`src/rtl/axi_rd_master_mo.sv`:
```
// ---------------------------------------------------------------------------
// axi_rd_master_mo
// AXI4 read-channel master that keeps up to MAX_OUTST bursts in flight.
// Commands arrive on a valid/ready port and go out on AR. ARVALID and the
// payload are held until ARREADY. Each accepted command is pushed as {id, len}
// into a tracking FIFO. Every accepted R beat is checked against the FIFO head
// and forwarded through a one-entry output register onto the rsp_* stream.
//
// Ports
//   ACLK, ARESETn                 clock, async active-low reset
//   cmd_valid/cmd_ready           command handshake
//   cmd_id/addr/len/size/burst    command payload (AR fields)
//   ARID..ARBURST, ARVALID        registered AR payload and valid
//   ARREADY                       AR handshake input
//   RID/RDATA/RRESP/RLAST/RVALID  R channel inputs
//   RREADY                        R acceptance (free output slot)
//   rsp_valid/rsp_ready           response beat handshake
//   rsp_id/data/resp/last         registered response beat
//   outst_cnt                     commands accepted but not yet completed
//   proto_err                     sticky protocol error
//   err_clear                     clears proto_err and resp_err_cnt
//   resp_err_cnt                  saturating count of SLVERR/DECERR beats
// ---------------------------------------------------------------------------
module axi_rd_master_mo #(
   parameter int ID_W      = 4,
   parameter int ADDR_W    = 32,
   parameter int DATA_W    = 32,
   parameter int MAX_OUTST = 4,
   parameter int ERRCNT_W  = 16
) (
   input  logic                           ACLK,
   input  logic                           ARESETn,
   input  logic                           cmd_valid,
   output logic                           cmd_ready,
   input  logic [ID_W-1:0]                cmd_id,
   input  logic [ADDR_W-1:0]              cmd_addr,
   input  logic [7:0]                     cmd_len,
   input  logic [2:0]                     cmd_size,
   input  logic [1:0]                     cmd_burst,
   output logic [ID_W-1:0]                ARID,
   output logic [ADDR_W-1:0]              ARADDR,
   output logic [7:0]                     ARLEN,
   output logic [2:0]                     ARSIZE,
   output logic [1:0]                     ARBURST,
   output logic                           ARVALID,
   input  logic                           ARREADY,
   input  logic [ID_W-1:0]                RID,
   input  logic [DATA_W-1:0]              RDATA,
   input  logic [1:0]                     RRESP,
   input  logic                           RLAST,
   input  logic                           RVALID,
   output logic                           RREADY,
   output logic                           rsp_valid,
   input  logic                           rsp_ready,
   output logic [ID_W-1:0]                rsp_id,
   output logic [DATA_W-1:0]              rsp_data,
   output logic [1:0]                     rsp_resp,
   output logic                           rsp_last,
   output logic [$clog2(MAX_OUTST+1)-1:0] outst_cnt,
   output logic                           proto_err,
   input  logic                           err_clear,
   output logic [ERRCNT_W-1:0]            resp_err_cnt
);

   localparam int CNT_W = $clog2(MAX_OUTST + 1);
   localparam int PTR_W = (MAX_OUTST > 1) ? $clog2(MAX_OUTST) : 1;
   localparam logic [CNT_W-1:0]    MAX_CNT  = CNT_W'(MAX_OUTST);
   localparam logic [PTR_W-1:0]    LAST_PTR = PTR_W'(MAX_OUTST - 1);
   localparam logic [ERRCNT_W-1:0] ERR_MAX  = {ERRCNT_W{1'b1}};

   typedef enum logic [0:0] {AR_IDLE = 1'b0, AR_BUSY = 1'b1} ar_state_t;

   ar_state_t             ar_state_r;
   logic [ID_W-1:0]       fifo_id_r  [MAX_OUTST];
   logic [7:0]            fifo_len_r [MAX_OUTST];
   logic [PTR_W-1:0]      wr_ptr_r;
   logic [PTR_W-1:0]      rd_ptr_r;
   logic [CNT_W-1:0]      outst_cnt_r;
   logic [7:0]            beat_cnt_r;
   logic                  proto_err_r;
   logic [ERRCNT_W-1:0]   resp_err_cnt_r;

   logic                  cmd_acc_s;
   logic                  r_acc_s;
   logic                  fifo_empty_s;
   logic [ID_W-1:0]       head_id_s;
   logic [7:0]            head_len_s;
   logic                  burst_end_s;
   logic                  proto_set_s;

   // Wrap-around increment; depth need not fill the pointer range when MAX_OUTST=1.
   function automatic logic [PTR_W-1:0] ptr_inc(input logic [PTR_W-1:0] p);
      if (p == LAST_PTR) begin
         return {PTR_W{1'b0}};
      end else begin
         return p + PTR_W'(1);
      end
   endfunction

   assign cmd_ready    = (ar_state_r == AR_IDLE) && (outst_cnt_r < MAX_CNT);
   assign cmd_acc_s    = cmd_valid && cmd_ready;
   assign RREADY       = !rsp_valid || rsp_ready;
   assign r_acc_s      = RVALID && RREADY;
   assign fifo_empty_s = (outst_cnt_r == {CNT_W{1'b0}});
   assign head_id_s    = fifo_id_r[rd_ptr_r];
   assign head_len_s   = fifo_len_r[rd_ptr_r];
   // An overrun (no RLAST at the final beat) also closes the burst to stay in step.
   assign burst_end_s  = r_acc_s && !fifo_empty_s && (RLAST || (beat_cnt_r == head_len_s));
   assign outst_cnt    = outst_cnt_r;
   assign proto_err    = proto_err_r;
   assign resp_err_cnt = resp_err_cnt_r;

   // Protocol check of the accepted beat against the tracking FIFO head.
   always_comb begin
      proto_set_s = 1'b0;
      if (r_acc_s) begin
         if (fifo_empty_s) begin
            proto_set_s = 1'b1;
         end else begin
            proto_set_s = (RID != head_id_s) ||
                          (RLAST && (beat_cnt_r != head_len_s)) ||
                          (!RLAST && (beat_cnt_r == head_len_s));
         end
      end else begin
         proto_set_s = 1'b0;
      end
   end

   // AR channel FSM with registered ARVALID and payload.
   always_ff @(posedge ACLK or negedge ARESETn) begin
      if (!ARESETn) begin
         ar_state_r <= AR_IDLE;
         ARVALID    <= 1'b0;
         ARID       <= {ID_W{1'b0}};
         ARADDR     <= {ADDR_W{1'b0}};
         ARLEN      <= 8'd0;
         ARSIZE     <= 3'd0;
         ARBURST    <= 2'd0;
      end else begin
         case (ar_state_r)
            AR_IDLE: begin
               if (cmd_acc_s) begin
                  ar_state_r <= AR_BUSY;
                  ARVALID    <= 1'b1;
                  ARID       <= cmd_id;
                  ARADDR     <= cmd_addr;
                  ARLEN      <= cmd_len;
                  ARSIZE     <= cmd_size;
                  ARBURST    <= cmd_burst;
               end
            end
            AR_BUSY: begin
               if (ARREADY) begin
                  ar_state_r <= AR_IDLE;
                  ARVALID    <= 1'b0;
               end
            end
            default: begin
               ar_state_r <= AR_IDLE;
               ARVALID    <= 1'b0;
            end
         endcase
      end
   end

   // Tracking FIFO, outstanding count and beat counter of the head burst.
   always_ff @(posedge ACLK or negedge ARESETn) begin
      if (!ARESETn) begin
         for (int i = 0; i < MAX_OUTST; i++) begin
            fifo_id_r[i]  <= {ID_W{1'b0}};
            fifo_len_r[i] <= 8'd0;
         end
         wr_ptr_r    <= {PTR_W{1'b0}};
         rd_ptr_r    <= {PTR_W{1'b0}};
         outst_cnt_r <= {CNT_W{1'b0}};
         beat_cnt_r  <= 8'd0;
      end else begin
         if (cmd_acc_s) begin
            fifo_id_r[wr_ptr_r]  <= cmd_id;
            fifo_len_r[wr_ptr_r] <= cmd_len;
            wr_ptr_r             <= ptr_inc(wr_ptr_r);
         end
         if (burst_end_s) begin
            rd_ptr_r   <= ptr_inc(rd_ptr_r);
            beat_cnt_r <= 8'd0;
         end else if (r_acc_s && !fifo_empty_s) begin
            beat_cnt_r <= beat_cnt_r + 8'd1;
         end
         case ({cmd_acc_s, burst_end_s})
            2'b10:   outst_cnt_r <= outst_cnt_r + CNT_W'(1);
            2'b01:   outst_cnt_r <= outst_cnt_r - CNT_W'(1);
            default: outst_cnt_r <= outst_cnt_r;
         endcase
      end
   end

   // One-entry response register; RREADY opens whenever it is empty or draining.
   always_ff @(posedge ACLK or negedge ARESETn) begin
      if (!ARESETn) begin
         rsp_valid <= 1'b0;
         rsp_id    <= {ID_W{1'b0}};
         rsp_data  <= {DATA_W{1'b0}};
         rsp_resp  <= 2'd0;
         rsp_last  <= 1'b0;
      end else if (r_acc_s) begin
         rsp_valid <= 1'b1;
         rsp_id    <= RID;
         rsp_data  <= RDATA;
         rsp_resp  <= RRESP;
         rsp_last  <= RLAST;
      end else if (rsp_ready) begin
         rsp_valid <= 1'b0;
      end
   end

   // Sticky protocol error and saturating error-response counter; clear wins.
   always_ff @(posedge ACLK or negedge ARESETn) begin
      if (!ARESETn) begin
         proto_err_r    <= 1'b0;
         resp_err_cnt_r <= {ERRCNT_W{1'b0}};
      end else if (err_clear) begin
         proto_err_r    <= 1'b0;
         resp_err_cnt_r <= {ERRCNT_W{1'b0}};
      end else begin
         if (proto_set_s) begin
            proto_err_r <= 1'b1;
         end
         if (r_acc_s && RRESP[1] && (resp_err_cnt_r != ERR_MAX)) begin
            resp_err_cnt_r <= resp_err_cnt_r + ERRCNT_W'(1);
         end
      end
   end

endmodule

```
`config.mk`:
```
export PLATFORM = sky130hd
export DESIGN_NAME = axi_rd_master_mo
export DESIGN_NICKNAME = d
export VERILOG_FILES = /design/src/rtl/axi_rd_master_mo.sv
export SDC_FILE = /design/constraint.sdc
export NUM_CORES = 1
export LEC_CHECK = 0
export CAP_MARGIN = 30
export CORE_MARGIN = 5
export CORE_UTILIZATION = 45
export DETAILED_ROUTE_END_ITERATION = 8
export PLACE_DENSITY = 0.76
export SYNTH_ARGS = -nofsm -noshare
export SYNTH_HDL_FRONTEND = slang
export SYNTH_SLANG_ARGS = --single-unit
```
`constraint.sdc`:
```
create_clock -name ACLK -period 4.2 [get_ports ACLK]
set_input_delay 0.84 -clock ACLK [delete_from_list [all_inputs] [get_ports ACLK]]
set_output_delay 0.84 -clock ACLK [all_outputs]
set_load 0.01 [all_outputs]
```
==> results.txt <==
- Last weighted congestion value of the routability-driven placer: around 0.81
- Of the total power, registers draw 40.4%.
- Of all flip-flops after synthesis, the portion carrying an async set or reset was 100%.
- The final route contains ~5200 vias.
- Kind of start point of the critical path: flip-flop
- The signal on the critical path passes through mux4_1 -> xnor2_1 -> nand2_1 -> o41ai_4 -> nand2_4 -> inv_1 -> ha_1 -> inv_1 -> fa_1 -> xor2_1 -> nor2_1 -> xor2_1.
- Class of the tightest hold or removal check: in -> async
- For this design the top-level I/O count stands at around 210.
- The final-report hold violation count came to 0.
- Setup total negative slack: 0 ns
* CTS buffer count: 17
- Worst ir drop on vdd: between 400 and 500 µV
- Detailed-route DRC error count: 0
- Entering global routing, the biggest net connects 74 pins.
* GR Util All Layers: roughly a fifth
- Total power per unit cell area: between 600 and 700 nW/µm²
- Area delta synth->final: 38.7%
- Avg Vias per Cell: 5.01
- Count of placed standard cells in the final layout, fillers left out: roughly 1000
- Antenna Cells: 0
* Die width: around 140 µm
* Post-CTS Hold Fix Bufs: 0
- Net switching is roughly 31% of the power.
- In this run, distinct cell masters in the synthesized netlist total between 40 and 50.
* Run status: completed
- The synthesized netlist devotes around 1.6% of its cell area to adder and majority cells.
- Once layout is complete, the utilization of the core stands at 63.9%.
- The first detailed-routing pass took 4 iterations.
- Detailed router's first-iteration violation count: between 200 and 250
- Fmax achieved: between 0.3 and 0.4 GHz
* Global-route wire length before repair: around 29000 µm
- In this run the static leakage power is roughly 4.5 nW.
- Internal power of the cells: between 0.004 and 0.005 W
- Beginning of the critical path: rd_ptr_r[0]$_DFFE_PN0N_
- Headroom to the max-slew limit: between 50% and 60%
- The Yosys step of the flow raised 0 warnings.
* Cell count after placement: just over 1000
- Layout cells sized above 1: approximately 16%
* Via count of the first global-routing pass: between 5000 and 6000
- Final Max Slew Viols: 0
- Clock Root Buffer: sky130_fd_sc_hd__clkbuf_16
- Reg clk slew, reported paths: around 0.060 ns
- CTS saw approximately 170 sinks.
* H-tree Lvls: 4
* Core Footprint: between 15000 and 20000 µm²
* Area share of the largest cell type after synthesis: between 50% and 60%
* Synth area leader: sky130_fd_sc_hd__dfrtp_1
- Chip Height: approximately 140 µm
* Wirelength, routed: approximately 18000 µm
- The routed design could run at a clock period as short as between 3 and 4 ns.
- The tool flagged a number of max-cap violations equal to 0.
- Least-Margin Pin Slew: approximately 0.74 ns
- Post-synth net total: roughly 720
- Once detailed placement completed, the half-perimeter wirelength came to between 10000 and 15000 µm.
* Initial cell density of the core: a little under half
- Critical path capture point type: flip-flop
* Worst Path Max Fanout: 9
- Peak per-stage delay on the critical path: between 0.6 and 0.7 ns
- Cell types with the largest area share after synthesis: sky130_fd_sc_hd__dfrtp_1 (58%), sky130_fd_sc_hd__mux2_2 (13%), sky130_fd_sc_hd__nand2_1 (8.7%), sky130_fd_sc_hd__mux4_1 (2.9%), sky130_fd_sc_hd__xnor2_1 (2.4%)
- Data arrives at the worst endpoint at approximately 3.6 ns.
- Synth Area per Inst: approximately 12 µm²
- After technology mapping, the gate count stands at ~600.
- For the final database, setup skew stands at 0.00641 ns.
* Commonest register cell after synthesis: sky130_fd_sc_hd__dfrtp_1
- Of the available clock period, the critical path in the final layout requires between 70% and 80%.
* Clock tree from TritonCTS: done
* Number of fill cells in the layout: roughly 1200
* Combinational family with the most area after synthesis: multiplexers
- Share of synthesized cell area in and, or, nand and nor gates: around 14%
- Of the total power, the clock network draws about a quarter.
* Seq cells post-synth: roughly 170
- The critical path in this run is classified as reg -> reg.
* Cell Area, Synth: approximately 7300 µm²
* Mux cell area share after synthesis: 17.6%
- For this design the total switching power over the nets is approximately 0.0020 W.
* Critical path required time: 4.54 ns
* Number of post-CTS setup repair buffers: 0
* Worst reg2reg path startpoint: rd_ptr_r[0]$_DFFE_PN0N_
- The largest individual stage delay along the critical path comes from the cell sky130_fd_sc_hd__mux4_1.
- The initial antenna violation count is 0.
- Residual antenna-violating net count after detailed routing: 0
- Post-CTS repair changed the size of 0 cells.
- Total of buffers placed on input and output ports: just over 200
* Die Area: roughly 19000 µm²
* Synthesized-area fraction occupied by ao, oa, aoi and oai cells: approximately 2.7%
- Number of synthesized flops with an enable pin: 0
* Sequential share of the synthesized area: approximately three fifths
- Setup violations remaining at the end of the flow were counted as 0.
- XOR/XNOR share of the synthesized area: under 10%
- Skew-Pair Late Insertion Delay: around 0.42 ns
- Number of buffers between clock root and the deepest sink: 2
- Unrepaired setup endpoints after global routing: false
* Routed wire length per instance: ~17 µm
- Global routing finished with a remaining overflow of 0.
* Final net count: about 900
- In this run the core area contains 46 standard-cell rows.
- Combinational Power Share: between 30% and 40%
-- final cells by class --
type                       count  area, µm²  area share (%)
timing repair buffer         214       2120            20.9
multi-input combinational    406       2910            28.5
sequential                   171       4280            42.0
clock buffer                  21        450            4.42
tap                          216        270            2.65
inverter                       9       33.8           0.332
clock inverter                10        119            1.17
-- power by group through the flow --
| stage | Combinational, W | Sequential [W] | Clock [W] |
|---|---|---|---|
| after detailed placement | 0.00235 | 0.00262 | 0 |
| after global routing | 0.00253 | 0.00268 | 0.00161 |
| after CTS | 0.00237 | 0.00261 | 0.00155 |
| final | 0.00232 | 0.00260 | 0.00151 |
| after global placement | 0.00227 | 0.00258 | 0 |
| after floorplan | 0.00125 | 0.00264 | 0 |
-- cells by family (layout without fill, tap and decap cells) --
group	count (synthesis)	after routing
flip-flops	171	171
AO/OA/AOI/OAI	28	28
buffers and inverters	35	254
multiplexers	100	100
adder cells (fa/ha/maj)	9	9
XOR/XNOR	28	28
AND/OR/NAND/NOR	241	241
-- synthesized netlist by cell type, types with 2 or more instances --
cell type	n
sky130_fd_sc_hd__and3_1	9
sky130_fd_sc_hd__xnor2_2	2
sky130_fd_sc_hd__o2bb2ai_1	3
sky130_fd_sc_hd__nand2b_1	6
sky130_fd_sc_hd__mux4_2	4
sky130_fd_sc_hd__and2_1	4
sky130_fd_sc_hd__mux2_2	85
sky130_fd_sc_hd__nand3_1	6
sky130_fd_sc_hd__mux2i_1	2
sky130_fd_sc_hd__a21oi_1	4
sky130_fd_sc_hd__nor3_1	7
sky130_fd_sc_hd__ha_1	8
sky130_fd_sc_hd__xor2_1	6
sky130_fd_sc_hd__o21ai_0	11
sky130_fd_sc_hd__nor2_1	20
sky130_fd_sc_hd__inv_1	8
sky130_fd_sc_hd__clkbuf_1	15
sky130_fd_sc_hd__nand2_1	171
sky130_fd_sc_hd__dfrtp_1	171
sky130_fd_sc_hd__buf_1	9
sky130_fd_sc_hd__xnor2_1	20
sky130_fd_sc_hd__and4_1	4
sky130_fd_sc_hd__or3_1	4
sky130_fd_sc_hd__nand4_1	4
sky130_fd_sc_hd__mux4_1	8
-- critical path, delay by kind of cell, from the launching register on --
family,cells,cell delay [ns]
AND/OR/NAND/NOR,3,0.34
XOR/XNOR,3,0.46
flip-flops,1,0.64
buffers and inverters,2,0.13
adder cells (fa/ha/maj),2,0.54
multiplexers,1,0.65
AO/OA/AOI/OAI,1,0.42
-- path summary, 6_finish.rpt --
kind	to	slack [ns]	depth (start not counted)
max	outst_cnt[2]$_DFFE_PN0P_	0.95	12
min	resp_err_cnt[12]$_DFFE_PN0P_	0.44	1
max reg2reg	outst_cnt[2]$_DFFE_PN0P_	0.95	12
min reg2reg	ARADDR[2]$_DFFE_PN0P_	0.47	2
max in group asynchronous	wr_ptr_r[0]$_DFFE_PN0P_	2.84	2
min in group ACLK	ARADDR[2]$_DFFE_PN0P_	0.47	2
-- state kept, by name, summed over array words and instances (netlist names) --
name          cells
ARADDR           32
fifo_len_r       32
rsp_data         32
fifo_id_r        16
resp_err_cnt     16
ARLEN             8
beat_cnt_r        8
ARID              4
rsp_id            4
ARSIZE            3
outst_cnt         3
ARBURST           2
rd_ptr_r          2
rsp_resp          2
wr_ptr_r          2
ARVALID           1
ar_state_r        1
proto_err         1
rsp_last          1
rsp_valid         1
-- cells in the final DEF (no fill, tap or decap), types with 7 or more instances in the layout --
master                            count
sky130_fd_sc_hd__clkdlybuf4s50_1    205
sky130_fd_sc_hd__dfrtp_1            171
sky130_fd_sc_hd__nand2_1            171
sky130_fd_sc_hd__mux2_2              85
sky130_fd_sc_hd__nor2_1              20
sky130_fd_sc_hd__xnor2_1             20
sky130_fd_sc_hd__clkbuf_16           17
sky130_fd_sc_hd__o21ai_0             11
sky130_fd_sc_hd__and3_1               9
sky130_fd_sc_hd__inv_1                8
sky130_fd_sc_hd__mux4_1               8
sky130_fd_sc_hd__ha_1                 8
sky130_fd_sc_hd__buf_4                8
sky130_fd_sc_hd__nor3_1               7
-- through the flow --
stage | hold slack (ns) | area, µm² | power (W) | setup WS, ns
after floorplan | 0.472 | 7340 | 0.00389 | 1.19
after global placement | 0.457 | 9610 | 0.00485 | 0.818
after detailed placement | 0.462 | 9610 | 0.00497 | 0.754
after CTS | 0.443 | 10200 | 0.00652 | 0.906
after global routing | 0.481 | 10200 | 0.00682 | 0.755
final | 0.440 | 10200 | 0.00643 | 0.945
-- routing by layer --
layer  track usage, %  wire length (µm)
met1             24.5              7680
met2             31.9              8380
met3             6.83              1780
met4             5.60               220
met5                0                 0
Note: power is estimated with default switching activity, not from simulation.
